<file path="config.mk">
export PLATFORM = sky130hd
export DESIGN_NAME = lif_stdp_pair
export DESIGN_NICKNAME = d
export VERILOG_FILES = /design/src/rtl/lif_stdp_pkg.sv /design/src/rtl/lif_neuron_p.sv /design/src/rtl/lif_stdp_pair.sv
export SDC_FILE = /design/constraint.sdc
export NUM_CORES = 1
export LEC_CHECK = 0
export BUFFER_PORTS_ARGS = -buffer_cell sky130_fd_sc_hd__buf_2
export CAP_MARGIN = 20
export CORE_AREA = 2 2 98 62
export CTS_CLUSTER_DIAMETER = 60
export CTS_CLUSTER_SIZE = 24
export DETAILED_ROUTE_END_ITERATION = 6
export DIE_AREA = 0 0 100 64
export PLACE_DENSITY = 0.75
export SLEW_MARGIN = 20
export SYNTH_ARGS = -nofsm -noshare
export SYNTH_HDL_FRONTEND = slang
export SYNTH_SLANG_ARGS = --single-unit
</file>
<file path="constraint.sdc">
create_clock -name clk -period 4 [get_ports clk]
set_clock_uncertainty 0.15 [all_clocks]
set_input_delay 0.8 -clock clk [delete_from_list [all_inputs] [get_ports clk]]
set_output_delay 0.8 -clock clk [all_outputs]
set_load 0.02 [all_outputs]
</file>
<file path="src/rtl/lif_stdp_pkg.sv">
// Shared constants and saturating arithmetic helpers for the LIF/STDP neuron pair.
package lif_stdp_pkg;

  localparam int unsigned DefW          = 8;
  localparam int unsigned DefWw         = 8;
  localparam int unsigned DefThresh     = 200;
  localparam int unsigned DefLeakShift  = 1;
  localparam int unsigned DefRefrac     = 4;
  localparam int unsigned DefWin        = 15;
  localparam int unsigned DefWInit      = 32;

  function automatic logic [31:0] sat_add(input logic [31:0] a, input logic [31:0] b,
                                          input logic [31:0] max_val);
    logic [32:0] sum;
    sum = {1'b0, a} + {1'b0, b};
    return (sum > {1'b0, max_val}) ? max_val : sum[31:0];
  endfunction

  // Floors at zero rather than wrapping.
  function automatic logic [31:0] sat_sub(input logic [31:0] a, input logic [31:0] b);
    return (a > b) ? (a - b) : 32'd0;
  endfunction

  function automatic logic [31:0] clamp(input logic [31:0] v, input logic [31:0] max_val);
    return (v > max_val) ? max_val : v;
  endfunction

endpackage

</file>
<file path="src/rtl/lif_neuron_p.sv">
// One leaky-integrate-and-fire neuron: membrane, leak, threshold, refractory counter
// and registered one-cycle spike. fire is the spike next-state, for edge-aligned counters.
module lif_neuron_p
  import lif_stdp_pkg::*;
#(
  parameter int unsigned W          = DefW,
  parameter int unsigned THRESH     = DefThresh,
  parameter int unsigned LEAK_SHIFT = DefLeakShift,
  parameter int unsigned REFRAC     = DefRefrac
) (
  input  logic         clk,
  input  logic         rst,
  input  logic [W-1:0] in_cur,
  output logic         fire,
  output logic         spike,
  output logic [W-1:0] state
);

  localparam int unsigned RW = (REFRAC > 0) ? $clog2(REFRAC + 1) : 1;
  localparam logic [31:0] StateMax = 32'((64'd1 << W) - 64'd1);

  logic [W-1:0]  state_q, state_d, leaked;
  logic [RW-1:0] refrac_q, refrac_d;
  logic          spike_q, spike_d;
  logic [31:0]   nxt;

  always_comb begin
    leaked   = state_q - (state_q >> LEAK_SHIFT);
    nxt      = sat_add(32'(leaked), 32'(in_cur), StateMax);
    state_d  = '0;
    spike_d  = 1'b0;
    refrac_d = refrac_q;
    // Refractory: membrane clamped to zero and input ignored until the counter drains.
    if (refrac_q != '0) begin
      refrac_d = refrac_q - RW'(1);
    end else if (nxt >= 32'(THRESH)) begin
      spike_d  = 1'b1;
      refrac_d = RW'(REFRAC);
    end else begin
      state_d = W'(nxt);
    end
  end

  always_ff @(posedge clk) begin
    if (rst) begin
      state_q  <= '0;
      refrac_q <= '0;
      spike_q  <= 1'b0;
    end else begin
      state_q  <= state_d;
      refrac_q <= refrac_d;
      spike_q  <= spike_d;
    end
  end

  assign fire  = spike_d;
  assign spike = spike_q;
  assign state = state_q;

endmodule

</file>
<file path="src/rtl/lif_stdp_pair.sv">
// Pre/post LIF neuron pair joined by one plastic synapse with loadable weight.
// Define LIF_STDP_LEARN_EN to build the windowed STDP counters and update logic.
module lif_stdp_pair
  import lif_stdp_pkg::*;
#(
  parameter int unsigned W          = DefW,
  parameter int unsigned WW         = DefWw,
  parameter int unsigned THRESH     = DefThresh,
  parameter int unsigned LEAK_SHIFT = DefLeakShift,
  parameter int unsigned REFRAC     = DefRefrac,
  parameter int unsigned WIN        = DefWin,
  parameter int unsigned W_INIT     = DefWInit,
  parameter int unsigned W_MAX      = (32'd1 << WW) - 32'd1
) (
  input  logic          clk,
  input  logic          rst,
  input  logic [W-1:0]  current,
  input  logic          learn_en,
  input  logic          w_load,
  input  logic [WW-1:0] w_load_val,
  output logic          spike_pre,
  output logic          spike_post,
  output logic [W-1:0]  state_pre,
  output logic [W-1:0]  state_post,
  output logic [WW-1:0] weight
);

  logic          fire_pre, fire_post;
  logic [W-1:0]  post_in;
  logic [WW-1:0] weight_q, weight_d, stdp_w;

  lif_neuron_p #(
    .W          (W),
    .THRESH     (THRESH),
    .LEAK_SHIFT (LEAK_SHIFT),
    .REFRAC     (REFRAC)
  ) u_pre (
    .clk    (clk),
    .rst    (rst),
    .in_cur (current),
    .fire   (fire_pre),
    .spike  (spike_pre),
    .state  (state_pre)
  );

  // Post neuron sees the weight as it stands in the spike_pre cycle.
  assign post_in = spike_pre ? W'(weight_q) : '0;

  lif_neuron_p #(
    .W          (W),
    .THRESH     (THRESH),
    .LEAK_SHIFT (LEAK_SHIFT),
    .REFRAC     (REFRAC)
  ) u_post (
    .clk    (clk),
    .rst    (rst),
    .in_cur (post_in),
    .fire   (fire_post),
    .spike  (spike_post),
    .state  (state_post)
  );

`ifdef LIF_STDP_LEARN_EN
  localparam int unsigned TW = $clog2(WIN + 1);

  logic [TW-1:0] t_pre_q, t_pre_d, t_post_q, t_post_d;

  always_comb begin
    t_pre_d  = fire_pre ? '0 : ((t_pre_q == TW'(WIN)) ? t_pre_q : t_pre_q + TW'(1));
    t_post_d = fire_post ? '0 : ((t_post_q == TW'(WIN)) ? t_post_q : t_post_q + TW'(1));
    stdp_w   = weight_q;
    // Coincident spikes cancel: neither branch fires when both are high.
    if (learn_en && spike_post && !spike_pre && (t_pre_q < TW'(WIN))) begin
      stdp_w = WW'(sat_add(32'(weight_q), WIN - 32'(t_pre_q), W_MAX));
    end else if (learn_en && spike_pre && !spike_post && (t_post_q < TW'(WIN))) begin
      stdp_w = WW'(sat_sub(32'(weight_q), WIN - 32'(t_post_q)));
    end
  end

  always_ff @(posedge clk) begin
    if (rst) begin
      t_pre_q  <= TW'(WIN);
      t_post_q <= TW'(WIN);
    end else begin
      t_pre_q  <= t_pre_d;
      t_post_q <= t_post_d;
    end
  end
`else
  logic unused_learn;

  assign stdp_w       = weight_q;
  assign unused_learn = ^{learn_en, fire_pre, fire_post};
`endif

  always_comb begin
    weight_d = stdp_w;
    if (w_load) begin
      weight_d = WW'(clamp(32'(w_load_val), W_MAX));
    end
  end

  always_ff @(posedge clk) begin
    if (rst) begin
      weight_q <= WW'(W_INIT);
    end else begin
      weight_q <= weight_d;
    end
  end

  assign weight = weight_q;

endmodule

</file>
==> metrics.md <==
| Metric | Value |
|---|---|
| Min Tclk post-route | `3740 ps` |
| Num CTS Buffers | `5` |
| Post-synth cell types | `61` |
| Root Buffer | `clkbuf_8` |
| Netlist Area Pre-Place | `2690 sq um` |
| Cts hold-fix bufs | `0` |
| Initial antenna violation count | `0` |
| Final Slew Violations | `0` |
| Largest net degree at the start of global routing | `18` |
| Drt pass-1 iters | `5` |
| Crit path DAT | `3760 ps` |
| GRT Overall Usage | `0.199` |
| Worst-margin pin slew | `440 ps` |
| TNS Setup | `0 ps` |
| Core area | `5470 sq um` |
| Fin Hold WS | `346 ps` |
| Max-cap violations | `0` |
| Die Wd | `100 microns` |
| Synthesized Nets | `377` |
| Clock latency at the later pin of the worst-skew pair | `290 ps` |
| WS Path Type | `register to register` |
| Core Rows | `21` |
| Final std cells w/o fill | `437` |
| ANT nets after route | `0` |
| Post-synth EDFFs | `0` |
| Layout area overhead | `15.1%` |
| Clock Path Buffers | `2` |
| Syn. warnings | `0` |
| Die Y | `64 microns` |
| Final core occ | `0.565` |
| CTS tree | `yes` |
| Syn_area_per_cell | `8.36 sq um` |
| Starting Density | `0.491` |
| # diodes | `0` |
| Commonest non-fill, non-tap cells in the layout | `buf_2 (44), inv_1 (35), dfxtp_1 (32), nor2_1 (31), ha_1 (31)` |
| Commonest non-fill, non-tap cell in the layout | `buf_2` |
| Gr ovfl total | `0` |
| Slew headroom | `0.705` |
| H-tree Lvls | `2` |
| Clock sink count | `32` |
| Synth Register Bits | `32` |
| Post-synth top flop | `dfxtp_1` |
| Critical Path Sink Type | `register` |
| Global route hottest layer | `met2` |
| Vias in the first global route | `2211` |
| Max FO, Critical Path | `4` |
| Status | `complete, no violations` |
| Sequential cell area | `641 sq um` |
| First DRT Iteration DRCs | `137` |
| Seq/Total Area, Yosys | `0.239` |
| CP delay by family, top | `compound AO/OA/AOI/OAI gates` |
| # fillers | `504` |
| Cells after Synth | `321` |
| Vias per cell | `5.48` |
| Gpl congestion | `0.886` |
| Die Footprint | `6400 sq um` |
| Worst min path class | `register to register` |
| RSZ-0062 raised after global routing | `false` |
| Final hold vios | `0` |
| Worst setup SP type | `register` |
| Via count | `2395` |
| CTS clk-pin slew, worst paths | `70 ps` |
| Share of layout cells above drive strength 1 | `0.209` |
| Placed instance count | `428` |
| Crit-path cells | `ha_1 -> inv_1 -> fa_1 -> nand2_1 -> nand2_1 -> a21oi_2 -> o21bai_1 -> a21oi_1 -> xnor2_1 -> ha_1 -> a2111oi_0 -> o21ai_1 -> nand3_1 -> nand4_2 -> o211ai_2 -> mux2_1` |
| Crit-path slowest cell | `dfxtp_1` |
| Total Wirelength | `6.16 mm` |
| NumNets Final | `423` |
| Met1 usage in global routing | `0.279` |
| Grt met2 use | `0.310` |
| WL/cell | `14.1 microns` |
| Required @ worst endpoint | `4020 ps` |
| Setup Viol. Count Final | `0` |
| FMAX | `267 MHz` |
| Critical Path Max Stage Delay | `410 ps` |
| # IOs | `46` |
| Asr flop ratio synth | `0` |
| CP bufs+invs | `1` |
| Post-DP HPWL | `4.85 mm` |
| Global-route wire length before repair | `10.2 mm` |
| Buffers on Ports | `44` |
| Multi-input gate area | `1900 sq um` |
| DR DRC count | `0` |
| Final Cycle Share | `0.935` |
| Met3 Usage GRT | `0.0438` |
[sequential cells by signal, summed over array words and instances, names as in the netlist]
register and count:
weight 8, u_pre.state 8, u_post.refrac_q 3, u_post.spike 1, u_pre.spike 1, u_post.state 8
u_pre.refrac_q 3
[cell families (layout without fill, tap and decap cells)]
family / Yosys count / count (layout) / share of synthesized area
simple gates: 95 / 95 / 0.190
compound gates: 87 / 87 / 0.229
buf+inv: 41 / 88 / 0.0596
fa+ha+maj: 36 / 36 / 0.179
flops: 32 / 32 / 0.239
xor+xnor: 19 / 19 / 0.0620
mux: 11 / 11 / 0.0419
[cell usage after synthesis (2+ instances only)]
library cell / number / area share
a211oi_1: 4 / 0.011
a21boi_0: 2 / 0.0056
a21o_1: 5 / 0.014
a21oi_1: 26 / 0.048
a31oi_1: 2 / 0.0047
and2_1: 7 / 0.016
and3_1: 3 / 0.0070
buf_2: 2 / 0.0037
clkbuf_1: 3 / 0.0042
dfxtp_1: 32 / 0.24
fa_1: 4 / 0.030
ha_1: 32 / 0.15
inv_1: 35 / 0.049
mux2i_1: 9 / 0.034
nand2_1: 15 / 0.021
nand2b_1: 2 / 0.0047
nand3_1: 6 / 0.011
nor2_1: 31 / 0.043
nor2b_1: 4 / 0.0093
nor3_1: 5 / 0.0093
nor3b_1: 3 / 0.0084
o211ai_1: 4 / 0.011
o211ai_2: 2 / 0.0093
o21a_1: 2 / 0.0056
o21ai_0: 15 / 0.028
o21ai_1: 2 / 0.0037
o21bai_1: 6 / 0.017
or2_2: 5 / 0.012
or3_1: 3 / 0.0070
or4_1: 2 / 0.0056
xnor2_1: 11 / 0.036
xor2_1: 8 / 0.026
[final timing paths]
path	end	cells past startpoint	from	slack, ps
max reg2reg	u_pre.refrac_q[2]$_SDFFE_PP0P_	16	u_pre.state[1]$_SDFF_PP0_	260
min	weight[5]$_SDFFE_PP1P_	2	weight[5]$_SDFFE_PP1P_	350
min reg2reg	weight[5]$_SDFFE_PP1P_	2	weight[5]$_SDFFE_PP1P_	350
max	u_pre.refrac_q[2]$_SDFFE_PP0P_	16	u_pre.state[1]$_SDFF_PP0_	260
[per-layer routing]
metal  wire (microns)  share of wire
met1             3170           0.51
met3              282          0.046
met2             2610           0.42
met5                0              0
met4               99          0.016
[timing repair]
item,4_1_cts,5_1_grt
gates resized for setup,0,8
hold endpoints to repair,0,0
buffers inserted,0,1
setup endpoints to repair,0,22
[per-stage QoR]
stage / instance area, sq um / setup slack [ps]
floorplan: 2690 / 484
global placement: 2960 / 260
detailed placement: 2960 / 195
CTS: 3070 / 146
global route: 3090 / 0.510
finish: 3090 / 260
[cell type report]
class | instances | share of cell area
Tap cell | 69 | 0.0279
Clock buffer | 6 | 0.0235
Clock inverter | 2 | 0.0113
Inverter | 35 | 0.0425
Sequential cell | 32 | 0.207
Timing Repair Buffer | 45 | 0.0737
Multi-Input combinational cell | 248 | 0.614
[worst register-to-register path: cells and delay by family, from the launching register on]
kind,cells,cell delay (ps)
flip-flops,1,410
adder cells (fa/ha/maj),3,820
buffers and inverters,1,60
AO/OA/AOI/OAI,6,1280
XOR/XNOR,1,80
AND/OR/NAND/NOR,4,500
multiplexers,1,330
Power is not shown: default switching activity piles up to over one toggle a cycle in this logic, so the estimate is an artifact.
